[src/rtl/lvds_tx.sv]
// Source-synchronous transmitter: FIFO-buffered words launched on clk_o falling edges, one per clk_o period.
// ready_o drops only when the FIFO is full (or in reset); en_i low idles the bus while the FIFO keeps filling.
module lvds_tx #(
    parameter int LVDS_LEN    = 8,
    parameter int FIFO_DEPTH  = 4,
    parameter int HALF_PERIOD = 1
) (
    input  logic                clk_i,
    input  logic                rst_i,
    input  logic                en_i,
    input  logic [LVDS_LEN-1:0] data_i,
    input  logic                valid_i,
    output logic                ready_o,
    output logic [LVDS_LEN-1:0] data_o,
    output logic                strob_o,
    output logic                clk_o,
    output logic                busy_o,
    output logic [15:0]         sent_cnt_o
);
    localparam int PW = (FIFO_DEPTH > 1) ? $clog2(FIFO_DEPTH) : 1;
    localparam int CW = PW + 1;
    localparam int HW = (HALF_PERIOD > 1) ? $clog2(HALF_PERIOD) : 1;
    localparam logic [HW-1:0] HLAST    = HW'(HALF_PERIOD - 1);
    localparam logic [CW-1:0] FULL_CNT = CW'(FIFO_DEPTH);

    logic [HW-1:0]       hcnt_q, hcnt_d;
    logic                clk_q, clk_d;
    logic [LVDS_LEN-1:0] data_q, data_d;
    logic                strob_q, strob_d;
    logic [15:0]         sent_q, sent_d;
    logic [PW-1:0]       wr_ptr_q, wr_ptr_d;
    logic [PW-1:0]       rd_ptr_q, rd_ptr_d;
    logic [CW-1:0]       count_q, count_d;
    logic [LVDS_LEN-1:0] mem_q [FIFO_DEPTH];
    logic [LVDS_LEN-1:0] mem_d [FIFO_DEPTH];
    logic                half_end, fall, full, push, pop;

    assign full       = (count_q == FULL_CNT);
    assign ready_o    = ~full & ~rst_i;
    assign busy_o     = (count_q != '0) | strob_q;
    assign data_o     = data_q;
    assign strob_o    = strob_q;
    assign clk_o      = clk_q;
    assign sent_cnt_o = sent_q;

    always_comb begin
        half_end = (hcnt_q == HLAST);
        // Launching on the clk_o fall centres data on the receiver's rising edge.
        fall     = half_end & clk_q;
        push     = valid_i & ready_o;
        pop      = fall & en_i & (count_q != '0);

        hcnt_d   = half_end ? '0 : hcnt_q + 1'b1;
        clk_d    = half_end ? ~clk_q : clk_q;

        data_d   = pop ? mem_q[rd_ptr_q] : data_q;
        strob_d  = fall ? pop : strob_q;
        sent_d   = pop ? sent_q + 16'd1 : sent_q;

        wr_ptr_d = push ? wr_ptr_q + 1'b1 : wr_ptr_q;
        rd_ptr_d = pop ? rd_ptr_q + 1'b1 : rd_ptr_q;
        count_d  = count_q;
        if (push && !pop) begin
            count_d = count_q + 1'b1;
        end else if (pop && !push) begin
            count_d = count_q - 1'b1;
        end

        mem_d = mem_q;
        if (push) begin
            mem_d[wr_ptr_q] = data_i;
        end
    end

    always_ff @(posedge clk_i) begin
        if (rst_i) begin
            hcnt_q   <= '0;
            clk_q    <= 1'b0;
            data_q   <= '0;
            strob_q  <= 1'b0;
            sent_q   <= '0;
            wr_ptr_q <= '0;
            rd_ptr_q <= '0;
            count_q  <= '0;
        end else begin
            hcnt_q   <= hcnt_d;
            clk_q    <= clk_d;
            data_q   <= data_d;
            strob_q  <= strob_d;
            sent_q   <= sent_d;
            wr_ptr_q <= wr_ptr_d;
            rd_ptr_q <= rd_ptr_d;
            count_q  <= count_d;
        end
    end

    // Storage needs no reset: a zero count makes every entry dead.
    always_ff @(posedge clk_i) begin
        mem_q <= mem_d;
    end
endmodule

[config.mk]
export PLATFORM = sky130hd
export DESIGN_NAME = lvds_tx
export DESIGN_NICKNAME = d
export VERILOG_FILES = /design/src/rtl/lvds_tx.sv
export SDC_FILE = /design/constraint.sdc
export NUM_CORES = 1
export LEC_CHECK = 0
export CORE_MARGIN = 2
export CORE_UTILIZATION = 35
export CTS_BUF_LIST = sky130_fd_sc_hd__clkbuf_16
export DETAILED_ROUTE_END_ITERATION = 12
export SKIP_CTS_REPAIR_TIMING = 1
export SLEW_MARGIN = 0
export SYNTH_ARGS = -nofsm -noshare
export SYNTH_HDL_FRONTEND = slang
export SYNTH_SLANG_ARGS = --single-unit
[constraint.sdc]
create_clock -name clk_i -period 2.5 [get_ports clk_i]
set_input_delay 0.5 -clock clk_i [delete_from_list [all_inputs] [get_ports clk_i]]
set_output_delay 0.5 -clock clk_i [all_outputs]
set_load 0.02 [all_outputs]
==> results of run 1 <==
[where the power goes]
part / internal (W) / switching [W] / total [W]
sequential: 0.00117 / 0.0000292 / 0.00120
clock: 0.000770 / 0.000453 / 0.00122
combinational: 0.000109 / 0.000116 / 0.000225
[how the worst max path moves through the flow]
| stage | start | endpoint | cells past startpoint |
|---|---|---|---|
| 2_1_floorplan | count_q[2] | count_q[2] | 10 |
| 3_3_place_gp | valid_i | count_q[2] | 9 |
| 3_5_place_dp | valid_i | count_q[2] | 9 |
| 4_1_cts | rst_i | ready_o | 4 |
| 5_1_grt | rst_i | ready_o | 4 |
| 6_report | rst_i | ready_o | 4 |
[flip-flops by register name, indices dropped and copies added, names as in the netlist]
signal / cells
strob_o: 1
data_o: 8
clk_o: 1
count_q: 3
wr_ptr_q: 2
mem_q: 32
hcnt_q: 1
rd_ptr_q: 2
sent_cnt_o: 16
[synthesized netlist by cell type, drive strengths merged]
| master | number |
|---|---|
| xor2 | 5 |
| a21oi | 19 |
| nand4b | 1 |
| nor2 | 15 |
| o31a | 1 |
| mux2i | 1 |
| o21ai | 9 |
| o31ai | 1 |
| nor4b | 1 |
| nand3 | 6 |
| or3 | 8 |
| xnor2 | 8 |
| ha | 6 |
| dfxtp | 34 |
| and4 | 3 |
| clkbuf | 3 |
| nand2 | 22 |
| o21ba | 1 |
| nand4 | 5 |
| a211oi | 1 |
| nand2b | 1 |
| and2 | 5 |
| edfxtp | 32 |
| buf | 5 |
| conb | 1 |
| nor4 | 2 |
| mux4 | 8 |
| nand3b | 1 |
| and3 | 1 |
| fa | 1 |
| inv | 8 |
| nor3 | 3 |
| and3b | 1 |
[kinds of logic (layout without fill, tap and decap cells)]
| kind of cell | after synthesis | count (layout) | synth area share, % |
|---|---|---|---|
| and+or+nand+nor | 75 | 75 | 16.0 |
| DFF | 66 | 66 | 60.0 |
| AOI/OAI and AO/OA | 32 | 32 | 6.82 |
| buffers and inverters | 16 | 73 | 2.43 |
| xor gates and xnor gates | 13 | 13 | 4.16 |
| muxes | 9 | 9 | 6.96 |
| adders and majority gates | 7 | 7 | 3.48 |
| other | 1 | 1 | 0.137 |
[final cells by class]
type / count / area [µm²]
timing repair buffer: 49 / 465
tap: 102 / 128
inverter: 8 / 30.0
sequential: 66 / 1640
clock buffer: 9 / 225
fill: 695 / 4060
clock inverter: 7 / 72.6
multi-input combinational: 137 / 1030
[through the flow]
step | hold WS, ns | instance area, µm² | setup WS (ns) | total power (W) | std cells
after floorplan | 0.499 | 2730 | 0.263 | 0.00135 | 219
after global placement | 0.444 | 3290 | 0.00656 | 0.00145 | 362
after detailed placement | 0.449 | 3290 | -0.0571 | 0.00145 | 362
after CTS | 0.456 | 3590 | 0.109 | 0.00268 | 378
after global routing | 0.478 | 3590 | 0.0683 | 0.00276 | 378
final | 0.453 | 3590 | 0.128 | 0.00265 | 378
[worst max-delay path: cells and delay by family]
family	cells	cell delay, ns
buf+inv	3	1.27
compound gates	1	0.11
[per-layer routing]
layer,routed length [µm],up-vias
met5,0,-
met4,105,0
met3,172,9
met2,2420,32
met1,2310,863
li1,-,899
==> run summary, run 1 <==
The share of Yosys cell area claimed by the top area cell type is 35.1%. The cell depth of the worst hold path is 2. The number of warnings printed during yosys synthesis came out at 0. The number of levels the H-tree was split into came out at 3.

The net count after synthesis came out at 238. The clock-pin transition on the worst setup and hold timing paths came out at 0.05 ns. The utilization after layout is 46.9%. In this run the most critical hold path is launched from data_o[0]. The number of buffers created by CTS is 9.

Counting along the longest clock path gives a buffer depth of 2. STA classifies the critical path endpoint as an output port. Static timing analysis puts the maximum clock frequency at 422 MHz. The count of different cell masters after synthesis is 41.

The synthesized area per cell came out at 12.5 µm². By area the synthesized netlist is led by sky130_fd_sc_hd__edfxtp_1, sky130_fd_sc_hd__dfxtp_1, sky130_fd_sc_hd__mux4_2. The global placement routability congestion is 0.720.

The final critical path time including I/O delays and setup is 2.37 ns. The capture point of the worst reg-to-reg path is count_q[2]. The via count of the first global-routing pass came to 1672. The maximum number of pins on one net before global-route repair came out at 32. The number of diodes added for antenna fixing is 0. TritonCTS built the clock tree. The worst hold path belongs to the class reg -> reg. The count of port buffers added during placement came out at 39. The routed via count came out at 1803.

The worst clock skew is 0.00821 ns. The average detailed-routed wire length per instance is 13.2 µm. In this run the remaining antenna-violating nets after routing total 0. The area added between synthesis and finish is 31.3%.

In the layout the commonest cells are sky130_fd_sc_hd__clkdlybuf4s50_1, sky130_fd_sc_hd__dfxtp_1, sky130_fd_sc_hd__edfxtp_1. The met2 demand-to-capacity share in global routing came out at 20.0%. The global routing met3 resource utilization came out at 3.58%.

The most frequent standard cell in the layout excluding fill and tap cells is sky130_fd_sc_hd__clkdlybuf4s50_1. For this configuration, the core starts out at a cell density of 35.7%. The number of setup violations in the final report is 0. The share of the cycle needed by the critical path after routing came out at 94.9%.

After floorplanning, the core was divided into 32 placement rows. The sequential element share of the synthesized area is 60.0%. The global routing met1 resource utilization came out at 15.9%. The number of slew-limit violations in the final report came out at 0. From bottom edge to top edge, the die measures 92.4 µm. The run finished with clean final reports. The worst setup path is launched from an input pin. The biggest area contributor in the post-synthesis netlist is sky130_fd_sc_hd__edfxtp_1. The critical path required time came out at 2.00 ns.

In this run the register-to-register setup slack is 0.36 ns. After floorplanning, the core was sized to cover 0.00765 mm². The power density over the cells came out at 737 mW/mm². The final layout net count is 290. The data arrival time at the worst-slack endpoint is 1.87 ns. Setup repair after global routing left no endpoint under its margin. Traced cell by cell, the critical path runs through clkdlybuf4s50_1 > buf_4 > a21oi_1 > clkdlybuf4s50_1. For this run, design rule violations remaining after detail routing come to 0. The setup TNS came out at 0 ns. The number of maximum-capacitance violations came out at 0.

After the first detailed-routing iteration, the DRC count stood at 56. The worst-case vdd ir drop is 0.000437 V. The count of clock tree sinks is 66. The share of post-route cells with drive strength above 1 is 15.6%. After detailed routing, the number of vias per cell comes to 4.77.

The first-pass GRT wire length came out at 8250 µm. The layer flagged by global routing as most heavily used is met2. The number of cells traversed by the worst register-to-register path is 8. The category of the most critical setup path is in -> out. After detailed routing, the total wire length is 5010 µm.

The first detailed-routing pass took 4 iterations. The startpoint identified for the worst register-to-register timing path is count_q[0]. During I/O placement, the number of pins put on the boundary was 40. The HPWL after detailed placement is 3400 µm. The sum of overflow across all layers after global routing came out at 0. The number of hold violations in the final report is 0. The slowest stage of the critical path is the sky130_fd_sc_hd__clkdlybuf4s50_1 cell. The post-synthesis cell area is 0.00273 mm². In this run the clock root is driven by a sky130_fd_sc_hd__clkbuf_16. The initial antenna violation count came to 0. Headroom to the max-slew limit came out at 55.9%.

Along the worst path, the maximum fanout reaches 3. Synthesis handed over a netlist of 219 instances. The width of the die came out at 92.4 µm. The maximum cell stage delay along the critical path came out at 0.61 ns.

The most used cell along the critical path is sky130_fd_sc_hd__clkdlybuf4s50_1. The post-synthesis sequential element count is 66. The analysis attributes to cell leakage a power of 1.21 nW. The source-to-sink clock delay at the later pin of the worst-skew pair came out at 0.33 ns. The slew at the pin closest to its max-slew limit came out at 0.660 ns. The path with the worst hold slack has its endpoint at data_o[0]. The die area is 0.00853 mm². The total routing resource utilization after global routing is 12.8%.
No activity file was read; power rests on OpenSTA's default activity.
==> inputs of run 2 (changes only) <==
==> constraint.sdc (replaced) <==
create_clock -name clk_i -period 2.8 [get_ports clk_i]
set_input_delay 0.56 -clock clk_i [delete_from_list [all_inputs] [get_ports clk_i]]
set_output_delay 0.56 -clock clk_i [all_outputs]
set_load 0.02 [all_outputs]
==> run summary, run 2 (same netlist as run 1, synthesis figures left out) <==
The number of buffers created by CTS is 9. The total routing resource utilization after global routing came out at 12.8%. The share of the cycle needed by the critical path after routing came out at 85.8%. The maximum root-to-sink buffer count came out at 2. Row generation in the floorplan step produced 32 rows. The power density over the cells came out at 701 mW/mm². Headroom to the max-slew limit came out at 56.0%. The mean number of vias per cell came out at 4.83. The kind of end point of the critical path is an output port.

The instance area after placement is 0.00326 mm². The most frequent standard cell in the layout excluding fill and tap cells is sky130_fd_sc_hd__clkdlybuf4s50_1. The initial antenna violation count was 0. The via count of the first global-routing pass came out at 1694.

The die is 92.4 µm wide. The multi-input logic area is 0.00103 mm². The count of clock tree sinks came out at 66. The worst-case vdd ir drop came out at 0.000357 V. Setup repair after global routing left no endpoint under its margin.

The worst register-to-register path has a depth of 8. In this run the critical register-to-register path is captured at count_q[2]. The nature of the critical path startpoint is an input pin.

The area added between synthesis and finish is 31.6%. The number of setup violations in the final report is 0. Entering global routing, the biggest net connects 32 pins. The fill cell total of the finished layout came out at 688.

The run finished with clean final reports. The number of nets with antenna violations after routing came out at 0. In this run the clock root is driven by a sky130_fd_sc_hd__clkbuf_16. The register with the most flip-flops in the layout has 32 of them. The category of the most critical setup path is in -> out. Detailed placement finished with a half-perimeter wire length of 3350 µm. The average detailed-routed wire length per instance is 13.5 µm.

Tracing the worst setup path back leads to its startpoint at rst_i. mem_q holds more flip-flops than any other register. The critical path required time came out at 2.24 ns. The first global-routing pass estimated 8180 µm of wire. The number of levels the H-tree was split into is 3. The storage element area came out at 0.00164 mm². The global placement routability congestion is 0.731. Among all stages on the critical path, the largest delay is contributed by sky130_fd_sc_hd__clkdlybuf4s50_1. The maximum cell stage delay along the critical path came out at 0.61 ns. The worst hold slack came out at 0.453 ns. The count of port buffers added during placement came out at 39.

The die area came out at 0.00853 mm². The sum of overflow across all layers after global routing is 0. The post-route DRC violation count is 0. The slack of the worst reg-to-reg path came out at 0.59 ns. In the layout the commonest cells are sky130_fd_sc_hd__clkdlybuf4s50_1, sky130_fd_sc_hd__dfxtp_1, sky130_fd_sc_hd__edfxtp_1. The setup TNS is 0 ns. The number of diodes added for antenna fixing came out at 0. The worst hold path belongs to the class reg -> reg. The number of slew-limit violations in the final report came out at 0. After the first detailed-routing iteration, the DRC count stood at 58. The clock period could shrink to 2.40 ns. The gate family responsible for the most delay along the worst path is buffers and inverters.

The routed via count came out at 1808. The maximum operating frequency came out at 416 MHz. Walking the worst path, the cells encountered are clkdlybuf4s50_1 > a21oi_1 > clkdlybuf4s50_1. Data on the critical path arrives at its endpoint at 1.84 ns. The number of buffer and inverter stages on the critical path is 2. The post-detailed-routing wire length is 5040 µm. The slew at the pin closest to its max-slew limit is 0.659 ns.

The utilization after layout came out at 47.0%. After routing the design area is 0.00360 mm². Before antenna repair, the detailed router went through 4 iterations. The die is 92.4 µm tall. In this run the standard cell core region covers 0.00765 mm². The analysis attributes to cell leakage a power of 1.22 nW. The number of hold violations in the final report is 0. The most used cell along the critical path is sky130_fd_sc_hd__clkdlybuf4s50_1.

The initial standard-cell utilization of the core is 35.7%. In the final design database the tool counted 286 nets. After clock tree synthesis, the clock-pin slew on the worst setup and hold paths is 0.05 ns. The count of pins on the block boundary came out at 40.

The source-to-sink clock delay at the later pin of the worst-skew pair is 0.33 ns. TritonCTS built the clock tree. The end point of the critical path is ready_o. The startpoint identified for the worst register-to-register timing path is count_q[0]. The worst clock skew came out at 0.00718 ns. The number of maximum-capacitance violations is 0.

The share of post-route cells with drive strength above 1 came out at 14.0%. Of all nets on the critical path, the largest fanout is 5. The critical path depth came out at 3.
==> run 2: how the worst min path moves through the flow <==
| stage | start | to | slack (ns) | depth (start not counted) |
|---|---|---|---|---|
| after global placement | data_o[0] | data_o[0] | 0.45 | 2 |
| after detailed placement | data_o[7] | data_o[7] | 0.45 | 2 |
| after CTS | data_o[7] | data_o[7] | 0.46 | 2 |
| final | data_o[7] | data_o[7] | 0.45 | 2 |
| after global routing | data_o[0] | data_o[0] | 0.47 | 2 |
| after floorplan | hcnt_q | clk_o | 0.50 | 2 |
==> run 2: metrics by stage <==
step | std cells | total power (W) | setup slack, ns
final | 374 | 0.00252 | 0.398
after global routing | 374 | 0.00261 | 0.319
after CTS | 374 | 0.00254 | 0.387
after detailed placement | 358 | 0.00129 | 0.180
after global placement | 358 | 0.00129 | 0.235
after floorplan | 219 | 0.00121 | 0.519
==> run 2: where the power goes <==
part / switching [W] / internal [W] / leakage, nW / total, W
logic: 0.000104 / 0.0000933 / 0.482 / 0.000197
clock network: 0.000392 / 0.000862 / 0.172 / 0.00125
registers: 0.0000265 / 0.00104 / 0.566 / 0.00107
total: 0.000523 / 0.00200 / 1.22 / 0.00252
==> run 2: worst min-delay path: stages (launching register included) <==
cell and delay [ns]:
sky130_fd_sc_hd__dfxtp_1 0.30, sky130_fd_sc_hd__nand2_1 0.05, sky130_fd_sc_hd__a21oi_1 0.05
==> run 2: cell type report <==
cell class	instances	area share [%]
clock inverter	7	3.10
multi-input combinational	137	28.5
sequential	66	45.6
tap	102	3.55
timing repair buffer	45	12.1
clock buffer	9	6.26
inverter	8	0.835
==> run 2: routing by layer <==
metal | track usage, % | vias to the layer above | wire length, µm
li1 | - | 884 | -
met5 | 0 | - | 0
met1 | 15.3 | 873 | 2240
met2 | 21.1 | 46 | 2520
met3 | 4.64 | 5 | 245
met4 | 4.85 | 0 | 34
